$ cat src/rtl/uart_tx_fifo.sv
// Transmit holding FIFO between the APB register file and the UART transmitter.
// Optional synchronous flush port enabled by defining UART_TX_FIFO_FLUSH_EN.
module uart_tx_fifo #(
    parameter int unsigned DATA_W    = 8,
    parameter int unsigned ADDR_W    = 4,
    parameter int unsigned AFULL_LVL = 12
) (
    input  logic              clk,
    input  logic              reset,
    input  logic              wr_en,
    input  logic [DATA_W-1:0] wr_data,
    input  logic              rd_en_n,
`ifdef UART_TX_FIFO_FLUSH_EN
    input  logic              flush,
`endif
    input  logic              clr_ovf,
    output logic [DATA_W-1:0] rd_data,
    output logic              empty,
    output logic              full,
    output logic              afull,
    output logic [ADDR_W:0]   count,
    output logic              overflow
);

    localparam int unsigned DEPTH = 2 ** ADDR_W;
    localparam int unsigned CNT_W = ADDR_W + 1;

    logic [DATA_W-1:0] mem [DEPTH];

    logic [ADDR_W-1:0] wr_ptr_q, wr_ptr_d;
    logic [ADDR_W-1:0] rd_ptr_q, rd_ptr_d;
    logic [CNT_W-1:0]  count_q, count_d;
    logic [DATA_W-1:0] rd_data_q, rd_data_d;
    logic              empty_q, empty_d;
    logic              full_q, full_d;
    logic              afull_q, afull_d;
    logic              ovf_q, ovf_d;

    logic flush_c;
    logic rd_acc_c;
    logic wr_acc_c;
    logic drop_c;

`ifdef UART_TX_FIFO_FLUSH_EN
    assign flush_c = flush;
`else
    assign flush_c = 1'b0;
`endif

    // Accept decisions; a read frees a slot for a same-cycle write when full.
    always_comb begin
        rd_acc_c = !rd_en_n && !empty_q && !flush_c;
        wr_acc_c = wr_en && (!full_q || rd_acc_c) && !flush_c;
        drop_c   = wr_en && full_q && !rd_acc_c && !flush_c;
    end

    // Next-state pointers, counter, read data and flags.
    always_comb begin
        wr_ptr_d  = wr_ptr_q;
        rd_ptr_d  = rd_ptr_q;
        count_d   = count_q;
        rd_data_d = rd_data_q;
        ovf_d     = ovf_q;

        if (wr_acc_c) begin
            wr_ptr_d = wr_ptr_q + ADDR_W'(1);
        end
        if (rd_acc_c) begin
            rd_ptr_d  = rd_ptr_q + ADDR_W'(1);
            rd_data_d = mem[rd_ptr_q];
        end

        case ({wr_acc_c, rd_acc_c})
            2'b10:   count_d = count_q + CNT_W'(1);
            2'b01:   count_d = count_q - CNT_W'(1);
            default: count_d = count_q;
        endcase

        if (flush_c) begin
            wr_ptr_d = '0;
            rd_ptr_d = '0;
            count_d  = '0;
        end

        // A dropped write beats a same-cycle clear.
        if (drop_c) begin
            ovf_d = 1'b1;
        end else if (clr_ovf) begin
            ovf_d = 1'b0;
        end

        empty_d = (count_d == '0);
        full_d  = (count_d == CNT_W'(DEPTH));
        afull_d = (count_d >= CNT_W'(AFULL_LVL));
    end

    always_ff @(posedge clk or posedge reset) begin
        if (reset) begin
            wr_ptr_q  <= '0;
            rd_ptr_q  <= '0;
            count_q   <= '0;
            rd_data_q <= '0;
            empty_q   <= 1'b1;
            full_q    <= 1'b0;
            afull_q   <= 1'b0;
            ovf_q     <= 1'b0;
        end else begin
            wr_ptr_q  <= wr_ptr_d;
            rd_ptr_q  <= rd_ptr_d;
            count_q   <= count_d;
            rd_data_q <= rd_data_d;
            empty_q   <= empty_d;
            full_q    <= full_d;
            afull_q   <= afull_d;
            ovf_q     <= ovf_d;
        end
    end

    // Storage is not reset.
    always_ff @(posedge clk) begin
        if (wr_acc_c) begin
            mem[wr_ptr_q] <= wr_data;
        end
    end

    assign rd_data  = rd_data_q;
    assign empty    = empty_q;
    assign full     = full_q;
    assign afull    = afull_q;
    assign count    = count_q;
    assign overflow = ovf_q;

endmodule

$ cat config.mk
export PLATFORM = sky130hd
export DESIGN_NAME = uart_tx_fifo
export DESIGN_NICKNAME = d
export VERILOG_FILES = /design/src/rtl/uart_tx_fifo.sv
export SDC_FILE = /design/constraint.sdc
export NUM_CORES = 1
export LEC_CHECK = 0
export BUFFER_PORTS_ARGS = -buffer_cell sky130_fd_sc_hd__buf_2
export CAP_MARGIN = 20
export CELL_PAD_IN_SITES_DETAIL_PLACEMENT = 1
export CELL_PAD_IN_SITES_GLOBAL_PLACEMENT = 1
export CORE_MARGIN = 1
export CORE_UTILIZATION = 48
export DETAILED_ROUTE_END_ITERATION = 8
export PLACE_DENSITY_LB_ADDON = 0.25
export SYNTH_ARGS = -nofsm -noshare
export SYNTH_HDL_FRONTEND = slang
export SYNTH_SLANG_ARGS = --single-unit
$ cat constraint.sdc
create_clock -name clk -period 2.8 [get_ports clk]
set_input_delay 0.56 -clock clk [delete_from_list [all_inputs] [get_ports clk]]
set_output_delay 0.56 -clock clk [all_outputs]
set_load 0.01 [all_outputs]
==> impl_metrics.ini, run 1 <==
[pwr]
p_per_area_nw_per_um2 = 1070
switching_share_pct = 30.0
pwr-share-clk_pct = 31.7
p_sw_w = 0.00235
power.total_w = 0.00784
p_leak_nw = 2.60
p_int_w = 0.00549
vdd_drop_max_v = 0.000536
seqPwrFrac_pct = 41.5
p_comb_share_pct = 26.9

[yosys]
synthAdderAreaFrac_pct = 1.62
synthArstFlopShare_pct = 16.3
synthSimpleGateAreaFrac_pct = 4.60
synth_compound_area_share_pct = 3.39
synthMuxAreaShare_pct = 14.6
yosysWarnings = 0
synth_top_family_by_area = multiplexers
yosysSeqAreaShare_pct = 72.1
syn_inst = 338
ys_types = 43
netlist_area_sq_um = 6200
synthFlopType = edfxtp_1
synth.area.top_cells = edfxtp_1 (62%), mux4_2 (12%), dfrtp_1 (9.7%)
syn_area_per_cell_sq_um = 18.3
synth_top_cell_area_share_pct = 62.0
synth_top_area_cell = edfxtp_1
yosys-top-cells-count = edfxtp_1 (128), mux4_2 (32), dfrtp_1 (24)
yosysMostFrequentCell = edfxtp_1
synth_edf_count = 128
synth-xor-area-share_pct = 1.41
ys_seq_elements = 153
syn-num-nets = 359

[clock_tree]
cts.repair.resized = 0
cts_setup_buffers = 0
clock_latency_ps = 420
numCtsBuffers = 17
cts.sinks = 153
hold_buffers = 0
cts_tree = yes
htreeDepth = 4
clkTransAtPathRegs_ps = 60
root_buffer = clkbuf_16
clockBufferDepth = 2

[finish]
insertedDiodeCount = 0
fin_nets = 414
drive_gt1_share_pct = 32.8
n_fill_cell = 1159
area_growth_pct = 18.6

[timing]
finalClockSkew_ps = 9.16
finalSetupViolCount = 0
final_hold_viol_count = 0
rsz0062_at_grt = false
tightest_slew_ps = 828
max_freq_mhz = 395
holdWs_ps = 224
maxSlewViolCount = 0
period_needed_ps = 2530
slew_headroom_pct = 44.8
post-route-period-util_pct = 90.4

[critical_path]
r2r_cells = 11
arrival_ps = 2820
crit_fanout = 4
cp.required_ps = 3090
reg2reg_to = full$_DFF_PP0_
rrSetupSlack_ps = 270
reg2reg_from = empty$_DFF_PP1_
crit_type = flip-flop to flip-flop
cp-start-kind = flip-flop
critPathCaptureType = flip-flop

[place]
hpwlAfterDp_microns = 8590
gp_congestion = 0.790
portBuffers = 29

[global_routing]
first_global_vias = 3521
gr-total-overflow = 0
grt_use_total_pct = 23.6
grt_first_pass_wirelength_microns = 21400
grt_start_max_net_pins = 23
antenna_found_initial = 0

[floorplan]
die_x_microns = 116
ios = 30
die_area_sq_um = 13400
core_area_sq_um = 12600
die_y_microns = 116
start_util_pct = 49.1
rows = 41

[run_status]
outcome = complete, no violations

[drt]
post-route-drc-count = 0
vias = 3279
drtIter0Drc = 249
avgViaCountPerCell = 5.67
post_drt_wl_per_cell_microns = 24.9
drtAntennaViolNets = 0
finalWirelength_microns = 14400
firstDrtPassIters = 4

[min_path]
hold_path_class = input pin to async pin

[run]
maxCapViolCount = 0
[critical path, cell delays in order (launching register included)]
cell and delay, ps:
dfstp_2 360, or2_4 260, a21boi_4 150, inv_2 70, ha_4 170, xor2_1 220
ha_2 270, a21oi_1 70, or3_1 400, o211ai_1 120, o211ai_2 150, nor2b_1 160
[metrics by stage]
step | worst slack (ps) | std cells | area, sq um | utilization [%] | setup TNS, ps
after floorplan | -8.83 | 338 | 6240 | - | -12.8
after global placement | 157 | 546 | 6700 | 53.1 | 0
after detailed placement | 97.5 | 546 | 6700 | 53.1 | 0
after CTS | 243 | 578 | 7350 | 58.2 | 0
after global routing | 133 | 578 | 7350 | 58.2 | 0
final | 270 | 578 | 7350 | 58.2 | 0
[registers in the layout, indices dropped and copies added, names as in the netlist]
name      flops
wr_ptr_q      4
mem         128
afull         1
empty         1
rd_data       8
overflow      1
rd_ptr_q      4
count         5
full          1
[cells by family after synthesis]
logic type / Yosys count
buffers and inverters: 29
flip-flops: 153
multiplexers: 50
adder cells (fa/ha/maj): 8
AO/OA/AOI/OAI: 30
AND/OR/NAND/NOR: 58
XOR/XNOR: 10
[cell usage in the layout (no fill, tap or decap), types with 2 or more instances in the layout]
master and n:
edfxtp_1 128, mux4_2 32, buf_2 29, buf_4 27, dfrtp_1 23, clkbuf_16 17, nand2_1 16, nor2_1 14
mux2i_1 13, xnor2_1 8, nor3_1 7, a21oi_1 7, o21ai_0 6, inv_1 6, o311ai_1 6, nand3_1 6
ha_1 6, mux2_2 5, bufinv_16 5, clkinv_4 3, clkbuf_1 3, inv_2 2, nor2b_1 2, xor2_1 2
nor4b_1 2, a211oi_1 2, or3_1 2, nand2b_1 2, nand4_1 2
[cell type report]
type	count	area, sq um	area share (%)
clock inverters	11	196	2.67
flip-flops and latches	153	4470	60.9
repair buffers	57	368	5.01
inverters	8	30.0	0.409
clock buffers	21	450	6.13
multi-input cells	156	1620	22.0
well taps	172	215	2.93
[worst max path at each step]
stage / startpoint / slack [ps] / end
after floorplan: rd_en_n / -9 / afull$_DFF_PP0_
final: empty$_DFF_PP1_ / 270 / full$_DFF_PP0_
after CTS: empty$_DFF_PP1_ / 240 / full$_DFF_PP0_
after global routing: empty$_DFF_PP1_ / 130 / afull$_DFF_PP0_
after detailed placement: rd_en_n / 100 / afull$_DFF_PP0_
after global placement: rd_en_n / 160 / full$_DFF_PP0_
[power by group through the flow]
| stage | sequential (W) | combinational [W] | clock [W] |
|---|---|---|---|
| 2_1_floorplan | 0.00305 | 0.00160 | 0 |
| 3_3_place_gp | 0.00325 | 0.00203 | 0 |
| 3_5_place_dp | 0.00327 | 0.00208 | 0 |
| 4_1_cts | 0.00325 | 0.00214 | 0.00252 |
| 5_1_grt | 0.00329 | 0.00229 | 0.00259 |
| 6_report | 0.00325 | 0.00211 | 0.00248 |
[layer usage]
| metal | track usage (%) | share of wire [%] | up-vias |
|---|---|---|---|
| met5 | 0 | 0 | - |
| met4 | 10.8 | 1.8 | 0 |
| met3 | 4.65 | 4.1 | 18 |
| met2 | 38.8 | 51 | 93 |
| met1 | 30.7 | 43 | 1725 |
| li1 | - | - | 1443 |
(Power assumes the default switching activity.)
==> run 2: changes to the inputs <==
BUFFER_PORTS_ARGS = -buffer_cell sky130_fd_sc_hd__clkbuf_2   (was -buffer_cell sky130_fd_sc_hd__buf_2)
CORE_UTILIZATION = 53   (was 48)
clock period = 2.6 ns   (was 2.8 ns; I/O delays follow)
==> run 2 against run 1 <==
  * Register-to-register slack lost 140 ps
  * Non-clock buffer count grew 3
  * Clock power shrank 5%
  * Cell count shrank 4.7%
  * Critical endpoint unchanged
  * Largest cell class unchanged
  * Highest routed layer unchanged
==> impl_metrics.ini, run 2 (synthesis gave the netlist of run 1 again) <==
[clock_tree]
cts.sinks = 153
htreeDepth = 4
hold_buffers = 0
clockBufferDepth = 2
clock_latency_ps = 420
clkTransAtPathRegs_ps = 60
cts_tree = yes
root_buffer = clkbuf_16
numCtsBuffers = 17

[floorplan]
rows = 39
start_util_pct = 54.3
die_y_microns = 110
ios = 30
die_x_microns = 110
core_area_sq_um = 11400
die_area_sq_um = 12100

[finish]
fin_nets = 417
final_common_cell = edfxtp_1
area_growth_pct = 17.0
drive_gt1_share_pct = 33.8
mostFrequentLayoutCells = edfxtp_1 (128), mux4_2 (32), buf_4 (31)
largest_register = mem
insertedDiodeCount = 0
fin_util_pct = 63.5
largest_reg_flops = 128
n_fill_cell = 997

[timing]
finalSetupViolCount = 0
period_needed_ps = 2470
max_freq_mhz = 405
tightest_slew_ps = 653
slew_headroom_pct = 56.5
maxSlewViolCount = 0
finalClockSkew_ps = 9.10
fin_ws_ps = 128
post-route-period-util_pct = 95.1
final_hold_viol_count = 0

[drt]
post-route-drc-count = 0
firstDrtPassIters = 4
drtIter0Drc = 266
post_drt_wl_per_cell_microns = 24.7
avgViaCountPerCell = 5.95
finalWirelength_microns = 13600
vias = 3280
drtAntennaViolNets = 0

[place]
gp_congestion = 0.739
hpwlAfterDp_microns = 8990
pre_cts_ws_ps = -117
portBuffers = 29

[global_routing]
first_global_vias = 3513
grt_use_total_pct = 25.1
gr-total-overflow = 0
grt_first_pass_wirelength_microns = 20600
antenna_found_initial = 0
grt_start_max_net_pins = 26

[min_path]
hold_path_class = input pin to async pin

[run]
maxCapViolCount = 0

[run_status]
outcome = complete, no violations

[pwr]
vdd_drop_max_v = 0.000694
p_per_area_nw_per_um2 = 1120
p_leak_nw = 2.57

[critical_path]
crit_type = flip-flop to flip-flop
arrival_ps = 2820
crit_fanout = 4
critPathCaptureType = flip-flop
cp-start-kind = flip-flop
cp.required_ps = 2950
-- run 2: metrics by stage --
stage	TNS [ps]	std cells	area [sq um]	hold slack (ps)	power (W)
3_3_place_gp	0	518	6660	470	0.00565
6_report	0	551	7250	139	0.00809
4_1_cts	0	549	7220	149	0.00812
3_5_place_dp	-260	518	6660	483	0.00577
5_1_grt	-1.49	551	7250	193	0.00847
2_1_floorplan	-439	338	6240	524	0.00501
-- run 2: layer usage --
layer,vias to the layer above,wire [microns],track usage (%)
li1,1440,-,-
met1,1744,5850,32.7
met2,78,6930,42.0
met3,18,578,5.58
met4,0,244,8.74
met5,-,0,0
-- run 2: report_power, final --
| group | switching [W] | total, W | internal [W] | leakage (nW) |
|---|---|---|---|---|
| clock | 0.000956 | 0.00236 | 0.00140 | 0.265 |
| sequential | 0.000379 | 0.00344 | 0.00306 | 1.45 |
| combinational | 0.00117 | 0.00230 | 0.00113 | 0.852 |
| total | 0.00250 | 0.00809 | 0.00559 | 2.57 |
-- run 2: layout make-up --
type	count	area, sq um	area share (%)
clock inverter	12	126	1.74
inverter	8	30.0	0.414
timing repair buffer	60	378	5.21
sequential	153	4470	61.7
multi-input combinational	156	1630	22.5
tap	143	179	2.47
clock buffer	19	433	5.97
-- run 2: final timing paths --
check | startpoint | end | slack (ps) | depth (start not counted)
setup / recovery | empty$_DFF_PP1_ | full$_DFF_PP0_ | 130 | 12
hold / removal | reset | count[2]$_DFF_PP0_ | 140 | 3
setup reg to reg | empty$_DFF_PP1_ | full$_DFF_PP0_ | 130 | 12
hold reg to reg | rd_data[2]$_DFFE_PP0P_ | rd_data[2]$_DFFE_PP0P_ | 490 | 2
max in group asynchronous | reset | empty$_DFF_PP1_ | 2160 | 3
min in group clk | clr_ovf | overflow$_DFFE_PP0P_ | 290 | 2
-- run 2: worst max-delay path, stage by stage, from the launching register on --
cell and delay, ps:
dfstp_2 370, or2_4 250, a21boi_4 170, inv_2 70, ha_4 170, xor2_2 170, ha_2 220, buf_4 130
o21ai_2 90, a21oi_1 60, or3_1 320, o211ai_2 220, nor2b_1 150
-- run 2: repair_timing --
| action | in CTS | in global routing |
|---|---|---|
| endpoints found under the setup margin | 0 | 2 |
| resized for setup | 0 | 3 |
| setup buffers | 0 | 2 |
